## src/rtl/mux_scan_pkg.sv

```systemverilog
// Shared types and sizes for the 8:1 mux scan sequencer.
package mux_scan_pkg;

    localparam int SEL_W = 3;
    localparam int N_IN  = 8;

    typedef enum logic [1:0] {
        ST_IDLE = 2'd0,
        ST_SCAN = 2'd1,
        ST_HOLD = 2'd2
    } state_e;

endpackage

```

## src/rtl/mux_scan_dwell_timer.sv

```systemverilog
// Per-step settle timer: latches the dwell on load and ticks once every dwell+1 running cycles.
module mux_scan_dwell_timer #(
    parameter int DWELL_W = 4
) (
    input  logic               clk,
    input  logic               rst_n,
    input  logic               load,
    input  logic               run,
    input  logic [DWELL_W-1:0] dwell,
    output logic               tick
);

    logic [DWELL_W-1:0] dwell_q;
    logic [DWELL_W-1:0] count;

    assign tick = run && (count == dwell_q);

    always_ff @(posedge clk) begin
        if (!rst_n) begin
            dwell_q <= '0;
            count   <= '0;
        end else if (load) begin
            dwell_q <= dwell;
            count   <= '0;
        end else if (run) begin
            count <= tick ? '0 : count + 1'b1;
        end
    end

endmodule

```

## src/rtl/mux_scan_ctrl.sv

```systemverilog
// Walks the 8:1 mux select through all inputs, samples Y at each step and
// delivers the assembled word on a valid/ready port.
module mux_scan_ctrl
    import mux_scan_pkg::*;
#(
    parameter int DWELL_W = 4
) (
    input  logic               clk,
    input  logic               rst_n,
    input  logic               start,
    input  logic [DWELL_W-1:0] dwell,
    input  logic               dir,
    output logic [SEL_W-1:0]   sel_out,
    input  logic               y_in,
    output logic               busy,
    output logic               out_valid,
    input  logic               out_ready,
    output logic [N_IN-1:0]    out_data,
    output state_e             state_dbg
);

    // Output handshake: a word transfers on any rising edge where out_valid
    // and out_ready are both high; out_valid and out_data never change while
    // out_valid is high and out_ready is low.

    state_e            state;
    logic              dir_q;
    logic [SEL_W-1:0]  step_idx;
    logic [N_IN-1:0]   shadow;
    logic [N_IN-1:0]   shadow_next;
    logic              launch;
    logic              tick;

    assign launch    = (state == ST_IDLE) && start;
    assign state_dbg = state;

    mux_scan_dwell_timer #(
        .DWELL_W(DWELL_W)
    ) u_timer (
        .clk  (clk),
        .rst_n(rst_n),
        .load (launch),
        .run  (state == ST_SCAN),
        .dwell(dwell),
        .tick (tick)
    );

    always_comb begin
        shadow_next          = shadow;
        shadow_next[sel_out] = y_in;
    end

    always_ff @(posedge clk) begin
        if (!rst_n) begin
            state     <= ST_IDLE;
            dir_q     <= 1'b0;
            sel_out   <= '0;
            step_idx  <= '0;
            shadow    <= '0;
            busy      <= 1'b0;
            out_valid <= 1'b0;
            out_data  <= '0;
        end else begin
            case (state)
                ST_IDLE: begin
                    if (start) begin
                        state    <= ST_SCAN;
                        busy     <= 1'b1;
                        dir_q    <= dir;
                        sel_out  <= dir ? 3'd7 : 3'd0;
                        step_idx <= '0;
                        shadow   <= '0;
                    end
                end
                ST_SCAN: begin
                    if (tick) begin
                        shadow   <= shadow_next;
                        step_idx <= step_idx + 3'd1;
                        // Termination follows the step index, so the select never wraps.
                        if (step_idx == 3'd7) begin
                            out_data  <= shadow_next;
                            out_valid <= 1'b1;
                            sel_out   <= '0;
                            state     <= ST_HOLD;
                        end else begin
                            sel_out <= dir_q ? sel_out - 3'd1 : sel_out + 3'd1;
                        end
                    end
                end
                ST_HOLD: begin
                    if (out_ready) begin
                        out_valid <= 1'b0;
                        busy      <= 1'b0;
                        state     <= ST_IDLE;
                    end
                end
                default: begin
                    state <= ST_IDLE;
                end
            endcase
        end
    end

endmodule

```

## config.mk

```make
export PLATFORM = sky130hd
export DESIGN_NAME = mux_scan_ctrl
export DESIGN_NICKNAME = d
export VERILOG_FILES = /design/src/rtl/mux_scan_pkg.sv /design/src/rtl/mux_scan_dwell_timer.sv /design/src/rtl/mux_scan_ctrl.sv
export SDC_FILE = /design/constraint.sdc
export NUM_CORES = 1
export LEC_CHECK = 0
export BUFFER_PORTS_ARGS = -buffer_cell sky130_fd_sc_hd__buf_4
export CORE_ASPECT_RATIO = 0.6
export CORE_MARGIN = 1
export CORE_UTILIZATION = 59
export DETAILED_ROUTE_END_ITERATION = 8
export HOLD_SLACK_MARGIN = 0.08
export PLACE_DENSITY = 0.82
export SETUP_SLACK_MARGIN = 0.15
export SLEW_MARGIN = 20
export SYNTH_ARGS = -nofsm -noshare
export SYNTH_HDL_FRONTEND = slang
export SYNTH_HIERARCHICAL = 1
export SYNTH_SLANG_ARGS = --single-unit
```

## constraint.sdc

```tcl
create_clock -name clk -period 5.4 [get_ports clk]
set_clock_uncertainty 0.1 [all_clocks]
set_input_delay 0.27 -clock clk [delete_from_list [all_inputs] [get_ports clk]]
set_output_delay 0.27 -clock clk [all_outputs]
set_load 0.005 [all_outputs]
```

==> results.json <==
{
  "clockBufferDepth": 2,
  "status": "finished clean",
  "cts_root_buffer": "clkbuf_8",
  "worst_ir_drop_vdd_v": 0.0002206,
  "r2r_cells": 7,
  "die_h_um": 42.74,
  "routedWlPerCell_um": 16.10,
  "hold_depth": 3,
  "cp_top_family": "simple AND/OR/NAND/NOR gates",
  "synth_edf_count": 0,
  "maxCapViolations": 0,
  "start_kind": "flip-flop",
  "synth.avg_cell_area_um2": 9.597,
  "p_per_area_nw_per_um2": 278.2,
  "ctsHoldBuffers": 0,
  "antenna_cells": 0,
  "via_per_inst": 5.902,
  "drt_iter0_drc": 112,
  "cts_resized": 0,
  "grt_pass1_vias": 1243,
  "ys_seq_elements": 35,
  "core_um2": 2557,
  "critical_path_class": "reg2reg",
  "cts_buffers": 5,
  "synth-async-reset-ratio_pct": 0,
  "r2r-end": "out_data[4]$_SDFFE_PN0P_",
  "relSlewSlack_pct": 57.47,
  "critPathSlowestCell": "and3_1",
  "clk_pin_slew_ns": 0.07,
  "grt_max_degree": 27,
  "synth_top_area_share_pct": 42.94,
  "ys.flop_type": "dfxtp_1",
  "clock_latency_ns": 0.29,
  "num_vias": 1328,
  "ioPinCount": 25,
  "track_usage_pct": 27.07,
  "ant_nets": 0,
  "finalSetupViolations": 0,
  "yosysWarnings": 6,
  "syn_to_final_growth_pct": 15.18,
  "ys_types": 42,
  "antenna_found_initial": 0,
  "initial_utilization_pct": 63.80,
  "synth_common_cells": "dfxtp_1, a21oi_1, mux2i_1",
  "hold_viol_final": 0,
  "ys_top_cells_by_area": "dfxtp_1, mux2i_1, a21oi_1",
  "r2r_slack_ns": 2.90,
  "die-area_um2": 2987,
  "overflow": 0,
  "place_congestion": 0.8355,
  "drive_above_1_share_pct": 18.13,
  "yosysSeqAreaShare_pct": 42.94,
  "post-cts-setup-buffer-count": 0,
  "reg2reg_from": "state_dbg[1]$_SDFFE_PN0P_",
  "dr.pass1.iters": 4,
  "path_cells": "nand2b_2 -> inv_2 -> nor4b_2 -> and2_1 -> and3_1 -> o21ai_0 -> a21oi_1",
  "rows": 14,
  "grt_first_pass_wirelength_um": 5989,
  "rsz0062_at_grt": "no",
  "die-width_um": 69.89,
  "fmax_mhz": 400.2,
  "synth_area_um2": 1632,
  "period_share_pct": 46.28,
  "min_from": "dwell[1]",
  "fin_nets": 206,
  "drv_slew": 0,
  "path_buf_inv": 1,
  "routed_wl_um": 3623,
  "n_fill_cell": 192,
  "required_ns": 5.52,
  "arrival_ns": 2.61,
  "period_minus_slack_ns": 2.499,
  "syn_nets": 184,
  "end_kind": "flip-flop",
  "yosysMostFrequentCell": "dfxtp_1",
  "cts_sinks": 35,
  "cts-htree-levels": 2,
  "cts_tree": "done",
  "min_path_type": "in2reg",
  "whs_ns": 0.1403,
  "whs_endpoint": "u_timer/dwell_q[1]$_SDFFE_PN0P_",
  "tightest_slew_ns": 0.6356,
  "critPathMaxFanout": 18,
  "netlist_instances": 170,
  "yosys.area.top_type": "dfxtp_1",
  "power.leakage_nw": 0.7991,
  "drc": 0,
  "tns_ns": 0,
  "cp_slowest_stage_delay_ns": 0.55,
  "io_buffers": 24,
  "place.detailed.hpwl_um": 2625
}
==> where the power goes <==
group          internal, mW  switching (mW)
clock                0.0900          0.0927
combinational        0.0295          0.0344
sequential            0.265          0.0111
total                 0.385           0.138
==> layout make-up <==
cell class	count	area [um^2]	area share, %
Inverter	7	26.28	1.398
Tap cell	32	40.04	2.130
Multi-Input combinational cell	119	847.1	45.07
Sequential cell	35	700.7	37.28
Clock buffer	6	72.57	3.862
Timing Repair Buffer	24	180.2	9.587
Clock inverter	2	12.51	0.6658
==> placed cells by master, fill, tap and decap left out, drive strengths merged, types with 2 or more instances in the layout <==
cell type  instances
a21boi             3
nand3              5
nand2b             3
xor2               4
and3               3
nor2               5
ha                 3
dfxtp             35
clkbuf             6
o21a               2
a211oi             2
nand2              6
a21o               2
and2               2
buf               24
o21ai             12
nor3b              3
xnor2              2
a21oi             16
nor3               3
inv                7
or3                2
o2bb2ai            8
o21bai             2
mux2i             14
nor2b              7
==> metal layers <==
layer	track usage [%]	routed length, um	vias to the layer above	share of wire [%]
li1	-	-	654	-
met1	37.59	1736	605	48
met2	39.62	1553	63	43
met3	10.21	292	6	8.1
met4	7.200	40	0	1.1
met5	0	0	-	0
==> registers in the layout (all words and copies together), names as in the netlist <==
register,count
out_data,8
u_timer/count,4
u_timer/dwell_q,4
sel_out,3
state_dbg,2
dir_q,1
shadow,8
out_valid,1
busy,1
step_idx,3
==> worst register-to-register path: cells and delay by family (launching register included) <==
family / cells / cell delay [ns]
AOI/OAI and AO/OA: 2 / 0.29
DFF: 1 / 0.43
buffers and inverters: 1 / 0.17
and+or+nand+nor: 4 / 1.45
==> kinds of logic (layout without fill, tap and decap cells) <==
kind of cell	after synthesis	in the layout	share of synthesized area (%)
buffers and inverters	16	39	5.137
and+or+nand+nor	43	43	15.41
xor gates and xnor gates	6	6	3.221
muxes	14	14	8.589
AOI/OAI and AO/OA	52	52	21.16
adders and majority gates	4	4	3.528
DFF	35	35	42.94
==> per-stage QoR <==
step | utilization [%] | worst slack, ns | std cells | cell area (um^2) | power [mW]
after floorplan | - | 3.312 | 170 | 1632 | 0.3230
after global placement | 70.16 | 3.145 | 217 | 1794 | 0.3412
after detailed placement | 70.16 | 2.975 | 217 | 1794 | 0.3450
after CTS | 73.48 | 2.931 | 225 | 1879 | 0.5251
after global routing | 73.48 | 2.621 | 225 | 1879 | 0.5457
final | 73.48 | 2.901 | 225 | 1879 | 0.5229
==> how the worst max path moves through the flow <==
stage,start,to,cells after the start
detailed placement,state_dbg[1]$_SDFFE_PN0P_,out_data[5]$_SDFFE_PN0P_,7
global placement,state_dbg[1]$_SDFFE_PN0P_,shadow[3]$_SDFFE_PN0P_,8
CTS,state_dbg[1]$_SDFFE_PN0P_,out_data[5]$_SDFFE_PN0P_,7
floorplan,state_dbg[0]$_SDFFE_PN0P_,shadow[3]$_SDFFE_PN0P_,9
finish,state_dbg[1]$_SDFFE_PN0P_,out_data[4]$_SDFFE_PN0P_,7
global route,state_dbg[1]$_SDFFE_PN0P_,out_data[1]$_SDFFE_PN0P_,7
(Power assumes the default switching activity.)
